<file path="config.mk">
export PLATFORM = sky130hd
export DESIGN_NAME = fir_tap_sequencer
export DESIGN_NICKNAME = d
export VERILOG_FILES = /design/src/rtl/fir_pkg.sv /design/src/rtl/fir_accumulator.sv /design/src/rtl/fir_tap_sequencer.sv
export SDC_FILE = /design/constraint.sdc
export NUM_CORES = 1
export LEC_CHECK = 0
export CORE_MARGIN = 5
export CORE_UTILIZATION = 30
export CTS_BUF_LIST = sky130_fd_sc_hd__clkbuf_16
export CTS_CLUSTER_DIAMETER = 50
export DETAILED_ROUTE_END_ITERATION = 10
export GPL_TIMING_DRIVEN = 0
export MAX_ROUTING_LAYER = met4
export SLEW_MARGIN = 25
export SYNTH_ARGS = -nofsm -noshare
export SYNTH_HDL_FRONTEND = slang
export SYNTH_SLANG_ARGS = --single-unit
</file>
<file path="constraint.sdc">
create_clock -name clk -period 6.1 [get_ports clk]
set_clock_uncertainty 0.1 [all_clocks]
set_input_delay 1.22 -clock clk [delete_from_list [all_inputs] [get_ports clk]]
set_output_delay 1.22 -clock clk [all_outputs]
set_load 0.01 [all_outputs]
</file>
<file path="src/rtl/fir_pkg.sv">
// fir_pkg
//   Shared definitions for the FIR tap sequencer slice: default sizing
//   constants and the sequencer state encoding.
package fir_pkg;

  localparam int DEF_WIDTH     = 16;
  localparam int DEF_TAPS      = 5;
  localparam int DEF_SEL_WIDTH = 3;
  localparam int DEF_ACC_WIDTH = 2 * DEF_WIDTH + 3;

  // IDLE  : waiting for a sample, delay line may shift
  // ISSUE : one tap operand pair per cycle to the multiplier
  // DRAIN : all taps issued, collecting remaining products
  // OUT   : result presented until downstream accepts it
  typedef enum logic [1:0] {
    IDLE  = 2'd0,
    ISSUE = 2'd1,
    DRAIN = 2'd2,
    OUT   = 2'd3
  } fir_state_t;

endpackage

</file>
<file path="src/rtl/fir_accumulator.sv">
// fir_accumulator
//   Two's-complement accumulator for the FIR sequencer. The incoming
//   product is sign-extended (or truncated) to the accumulator width and
//   the sum wraps modulo 2^ACC_WIDTH, no saturation.
//
// Ports
//   clk      : clock, rising edge
//   rst      : synchronous active-high reset, clears the sum
//   clear    : synchronous clear at the start of a new sample
//   add_en   : add product into the sum this cycle
//   product  : signed multiplier result, PROD_WIDTH bits
//   acc      : signed running sum, ACC_WIDTH bits
module fir_accumulator
  import fir_pkg::*;
#(
  parameter int PROD_WIDTH = 2 * DEF_WIDTH,
  parameter int ACC_WIDTH  = DEF_ACC_WIDTH
) (
  input  logic                         clk,
  input  logic                         rst,
  input  logic                         clear,
  input  logic                         add_en,
  input  logic signed [PROD_WIDTH-1:0] product,
  output logic signed [ACC_WIDTH-1:0]  acc
);

  // Work in whichever width is larger so that sign extension happens
  // before the slice; a narrower accumulator simply keeps the low bits,
  // which is exactly modulo-2^ACC_WIDTH arithmetic.
  localparam int EXT_WIDTH = (ACC_WIDTH > PROD_WIDTH) ? ACC_WIDTH : PROD_WIDTH;

  logic signed [EXT_WIDTH-1:0] product_ext;
  logic        [ACC_WIDTH-1:0] addend;
  logic        [ACC_WIDTH-1:0] sum;

  always_comb begin
    product_ext = EXT_WIDTH'(product);
    addend      = product_ext[ACC_WIDTH-1:0];
  end

  always_ff @(posedge clk) begin
    if (rst || clear) begin
      sum <= '0;
    end else if (add_en) begin
      sum <= sum + addend;
    end
  end

  assign acc = sum;

endmodule

</file>
<file path="src/rtl/fir_tap_sequencer.sv">
// fir_tap_sequencer
//   Control for a time-multiplexed FIR filter. On each accepted sample it
//   pulses shift_en to advance the external delay line, walks the tap index
//   over the coefficient/sample MUXes, and accumulates the products returned
//   by an external pipelined multiplier. Products are counted rather than
//   timed, so any multiplier latency works.
//
// Ports
//   clk           : clock, rising edge
//   rst           : synchronous active-high reset
//   in_valid      : a new sample is offered
//   in_ready      : block can accept a sample (IDLE only)
//   shift_en      : single-cycle delay line shift on sample accept
//   select        : tap index to the MUXes, holds outside ISSUE
//   mult_valid    : MUX outputs are a valid operand pair this cycle
//   product       : signed multiplier result
//   product_valid : product is valid this cycle
//   out_data      : filter output sample
//   out_valid     : out_data is valid
//   out_ready     : downstream accepts out_data
module fir_tap_sequencer
  import fir_pkg::*;
#(
  parameter int WIDTH     = DEF_WIDTH,
  parameter int TAPS      = DEF_TAPS,
  parameter int SEL_WIDTH = DEF_SEL_WIDTH,
  parameter int ACC_WIDTH = 2 * WIDTH + 3
) (
  input  logic                        clk,
  input  logic                        rst,
  input  logic                        in_valid,
  output logic                        in_ready,
  output logic                        shift_en,
  output logic [SEL_WIDTH-1:0]        select,
  output logic                        mult_valid,
  input  logic signed [2*WIDTH-1:0]   product,
  input  logic                        product_valid,
  output logic signed [ACC_WIDTH-1:0] out_data,
  output logic                        out_valid,
  input  logic                        out_ready
);

  if (SEL_WIDTH < $clog2(TAPS)) begin : g_sel_width_check
    $error("fir_tap_sequencer: SEL_WIDTH too small for TAPS");
  end

  localparam int CNT_W = $clog2(TAPS + 1);
  localparam logic [SEL_WIDTH-1:0] LAST_TAP  = SEL_WIDTH'(TAPS - 1);
  localparam logic [CNT_W-1:0]     LAST_PROD = CNT_W'(TAPS - 1);

  fir_state_t           state;
  logic [SEL_WIDTH-1:0] tap_cnt;
  logic [CNT_W-1:0]     prod_cnt;

  logic accept;
  logic collect;
  logic last_product;

  always_comb begin
    accept       = (state == IDLE) && in_valid && !rst;
    collect      = ((state == ISSUE) || (state == DRAIN)) && product_valid;
    last_product = collect && (prod_cnt == LAST_PROD);
  end

  // Sequencer. tap_cnt stops at the last tap instead of wrapping, so the
  // select output naturally holds its final value after ISSUE.
  always_ff @(posedge clk) begin
    if (rst) begin
      state    <= IDLE;
      tap_cnt  <= '0;
      prod_cnt <= '0;
    end else begin
      case (state)
        IDLE: begin
          if (in_valid) begin
            state    <= ISSUE;
            tap_cnt  <= '0;
            prod_cnt <= '0;
          end
        end
        ISSUE: begin
          if (collect) begin
            prod_cnt <= prod_cnt + CNT_W'(1);
          end
          if (tap_cnt != LAST_TAP) begin
            tap_cnt <= tap_cnt + SEL_WIDTH'(1);
          end
          // With a zero-latency multiplier the last product lands on the
          // last issue cycle, so DRAIN is skipped entirely.
          if (last_product) begin
            state <= OUT;
          end else if (tap_cnt == LAST_TAP) begin
            state <= DRAIN;
          end
        end
        DRAIN: begin
          if (collect) begin
            prod_cnt <= prod_cnt + CNT_W'(1);
          end
          if (last_product) begin
            state <= OUT;
          end
        end
        OUT: begin
          if (out_ready) begin
            state <= IDLE;
          end
        end
        default: begin
          state <= IDLE;
        end
      endcase
    end
  end

  // Handshake outputs decode the state register and are forced low while
  // reset is held, even though the state already reads IDLE then.
  always_comb begin
    in_ready   = (state == IDLE) && !rst;
    shift_en   = accept;
    mult_valid = (state == ISSUE) && !rst;
    out_valid  = (state == OUT) && !rst;
  end

  assign select = tap_cnt;

  fir_accumulator #(
    .PROD_WIDTH (2 * WIDTH),
    .ACC_WIDTH  (ACC_WIDTH)
  ) u_acc (
    .clk     (clk),
    .rst     (rst),
    .clear   (accept),
    .add_en  (collect),
    .product (product),
    .acc     (out_data)
  );

endmodule

</file>
======== Word level (Yosys, flattened, before mapping) ========
Cells that the tools add are included.
word-level totals
  output and inout bits ................... 42
  register bits after elaboration ......... 43
  logic and storage cells ................. 47
operators by class
  add/sub/neg operators ................... 3
  equality and inequality tests ........... 12
  mux-type cells .......................... 11
  reductions and logical operators ........ 17
operator list
  kind                                            number
  adder 35 bit                                    1
  case mux 3 bit (2 select lines)                 2
  2-to-1 mux 2 bit                                5
  2-to-1 mux 3 bit                                3
  != test 2 bit (second input constant)           4
  case mux 2 bit (4 select lines)                 1
  logical AND 1 bit                               7
  adder 3 x 1 -> 3 bit (second input constant)    2
  == test 3 bit (second input constant)           2
  != test 3 bit (second input constant)           2
  AND reduction 3 bit                             2
  == test 2 bit (second input constant)           2
  AND reduction 4 bit                             1
  nonzero test 2 bit                              2
  == test 2 x 1 -> 1 bit (second input constant)  1
  logical NOT 2 bit                               1
  logical OR 1 bit                                2
  != test 2 x 1 -> 1 bit (second input constant)  1
  OR reduction 2 bit                              1
  logical NOT 1 bit                               1

======== Longest topological paths before layout ========
  depth in word-level cells ............... 6
  depth in mapped cells ................... 12
  mapped depth without buffers ............ 12

======== By module ========
Synthesis repeated with hierarchy kept, for this count alone.
unflattened totals
  cells, all modules ...................... 459
  area, all modules ....................... 3663.5 µm²
modules (own cells, without submodules)
  module             area an instance (µm²)  instances  cells each
  fir_accumulator    3026.7                  1          386
  fir_tap_sequencer  636.9                   1          73

======== Worst setup path before layout ========
OpenSTA, ideal clock, no wires.
  kind .................................... in2reg
  start ................................... input product[0]
  end ..................................... register u_acc.sum[24] (netlist: u_acc.acc[24])
  data required time ...................... 5930 ps
  setup slack ............................. 2650 ps
  cell stages on the path ................. 12
  arrival ................................. 3280 ps
  cells stage by stage .................... ha_1 -> inv_1 -> fa_1 -> nor2b_1 -> o31a_1 -> o31ai_2 -> and3_1 -> o41ai_2 -> a221oi_1 -> xnor2_1 -> nand2_1 -> a21oi_1
between the ends
  word-level cells in the longest chain between the ends .. 1
ends and longest elaborated chain
  element               line                     text
  from (decl)           fir_tap_sequencer.sv:36  input logic signed [2*WIDTH-1:0] product,
  adder 35 bit          fir_accumulator.sv:45    sum <= sum + addend;
  to (signal assigned)  fir_accumulator.sv:45
  to (decl)             fir_accumulator.sv:34    logic [ACC_WIDTH-1:0] sum;
Every way passes these cells.
A chain may end at the register's enable or synchronous reset.

======== Worst setup path after layout ========
  start ................................... input rst
  end ..................................... output shift_en
between the ends
  word-level cells in the longest chain between the ends .. 2
ends and longest elaborated chain
  element            line                     text
  from (decl)        fir_tap_sequencer.sv:30  input logic rst,
  logical NOT 1 bit  fir_tap_sequencer.sv:60  accept = (state == IDLE) && in_valid && !rst;
  logical AND 1 bit  fir_tap_sequencer.sv:60
  to (decl)          fir_tap_sequencer.sv:33  output logic shift_en,
Every way passes these cells.

==> results.toml <==
[status]
status = "completed"

[die]
dieArea_um2 = 14500
core-area_um2 = 11960
initial_utilization_pct = 30.58
die_y_um = 120.4
io_pins = 79
rows = 40
die_width_um = 120.4

[pwr]
ir_worst_vdd_uv = 105.1
p_leak_nw = 1.935
finalPower_mw = 1.413
powerDensity_nw_per_um2 = 296.8

[cts]
cts_root_buffer = "clkbuf_16"
clock_sinks = 43
post_cts_buffers = 0
insertion_delay_ps = 290
cts_tree = "yes"
postCtsHoldBufs = 0
cts-htree-levels = 2
post_cts_resized = 0
clockBufferDepth = 2
cts-buffers-inserted = 5
clkTransAtPathRegs_ps = 60

[timing]
worst_slew_pin_slew_ps = 722.2
timing.fmax_ghz = 0.2402
fin_tns_setup_ps = 0
final_max_slew_viol_count = 0
maxSlewHeadroom_pct = 50.61
hold_ws_ps = 370.3
rsz0062_at_grt = "false"
hold_viol_final = 0
period_share_pct = 68.25
timing.final.ws_setup_ps = 1937
period_minus_slack_ps = 4163
setup-violations-final = 0

[synthesis]
ys_seq_area_share_pct = 23.54
synth_area_um2 = 3657
synth.area.top_cells = "dfxtp_1 24%, ha_1 15%, a21oi_1 8.9%"
synth_seq_cells = 43
synth_warnings = 0
async_flop_share_pct = 0
yosysTopAreaCellShare_pct = 23.54
syn_area_per_cell_um2 = 7.449
postSynthCellCount = 491
synth_area_leader_cell = "dfxtp_1"
synth_edf_count = 0
synth_flop_cell = "dfxtp_1"
yosysUniqueCellTypes = 53
synth_nets = 572

[run]
drv_cap = 0

[finish]
syn_to_final_growth_pct = 30.14
final_util_pct = 39.79
drive_above_1_share_pct = 4.159
n_antenna_cell = 0
fin_area_um2 = 4760
final_cell_mix = "78 x clkdlybuf4s50_1, 67 x nand2_1, 65 x a21oi_1"
final_common_cell = "clkdlybuf4s50_1"
instances_no_fill = 724
fin_nets = 657

[route]
ant_nets = 0
num_vias = 3739
vias_per_cell = 5.164
totalWireLength_um = 10630
firstDrtPassIters = 4
wire_per_inst_um = 14.68
route.detailed.drc = 0
drtIter0Drc = 225

[placement]
gp_congestion = 0.8970
dpl_worst_slack_ps = 1726
post-dp-hpwl_um = 8479
dpl.cell_count = 716
portBuffers = 78
place_area_um2 = 4622

[worst_setup_path]
critical_path.startpoint = "rst"
required_ps = 4780
reg2reg_from = "u_acc.acc[18]"
cp-endpoint = "shift_en"
crit_type = "input pin to output port"
rr_worst_depth = 10
crit_arrival_ps = 2840
crit_path_max_fanout = 10
ff2ff_setup_slack_ps = 3050
endpoint_kind = "output port"
cp-start-kind = "input pin"
timing.rr.end = "u_acc.acc[31]"

[global_route]
grt_max_degree = 13
grt_pass1_wl_um = 17620
gr-total-overflow = 0
track_usage_pct = 15.02
first_global_vias = 3662
antenna_found_initial = 0

[min_path]
hold_class = "flip-flop to flip-flop"
## state kept, by name (all words and copies together), names as in the netlist
register,count
select,3
u_acc.acc,35
prod_cnt,3
state,2
## cells in the mapped netlist, types with 12 or more instances
cell      count
nor2_1       28
a21o_1       19
xnor2_1      14
inv_1        20
a21oi_1      65
nand2_1      67
nand4_1      12
nor3_1       12
nand3_1      17
ha_1         43
clkbuf_1     15
dfxtp_1      43
o21ai_0      15
## final cells by class
type                       count  area [um^2]
fill                        1261         7202
multi-input combinational    403         2618
sequential                    43        860.8
timing repair buffer          78        780.7
tap                          147        183.9
clock buffer                   5        125.1
buffer                        24        100.1
inverter                      21        78.83
clock inverter                 3        12.51
## how the worst min path moves through the flow
stage                             start             to  cells after the start
after floorplan             prod_cnt[1]    prod_cnt[1]                      2
after global routing       u_acc.acc[3]   u_acc.acc[3]                      2
after global placement    u_acc.acc[20]  u_acc.acc[20]                      2
after CTS                 u_acc.acc[27]  u_acc.acc[27]                      2
final                     u_acc.acc[16]  u_acc.acc[16]                      2
after detailed placement  u_acc.acc[27]  u_acc.acc[27]                      2
## routing by layer
metal | up-vias | global-route usage, % | wire length (um)
met5 | - | - | 0
met4 | 0 | 3.258 | 144
met3 | 10 | 2.572 | 465
met2 | 81 | 24.38 | 4912
met1 | 1715 | 19.73 | 5109
li1 | 1933 | - | -
## critical path, stage by stage
cell and delay [ps]:
clkdlybuf4s50_1 500, clkbuf_1 370, nor2b_1 110, and2_1 170
clkdlybuf4s50_1 470
## power by group
part	switching, mW	internal [mW]	total, mW	leakage (nW)
logic	0.452	0.328	0.779	1.51
registers	0.0423	0.330	0.372	0.348
clock network	0.113	0.148	0.262	0.0762
## kinds of logic (layout without fill, tap and decap cells)
| kind of cell | after synthesis | count (layout) | share of synthesized area (%) |
|---|---|---|---|
| xor gates and xnor gates | 24 | 24 | 5.747 |
| DFF | 43 | 43 | 23.54 |
| muxes | 2 | 2 | 0.5474 |
| buffers and inverters | 45 | 131 | 4.892 |
| adders and majority gates | 44 | 44 | 15.26 |
| AOI/OAI and AO/OA | 157 | 157 | 26.96 |
| and+or+nand+nor | 176 | 176 | 23.06 |
No activity file was read; power rests on OpenSTA's default activity.
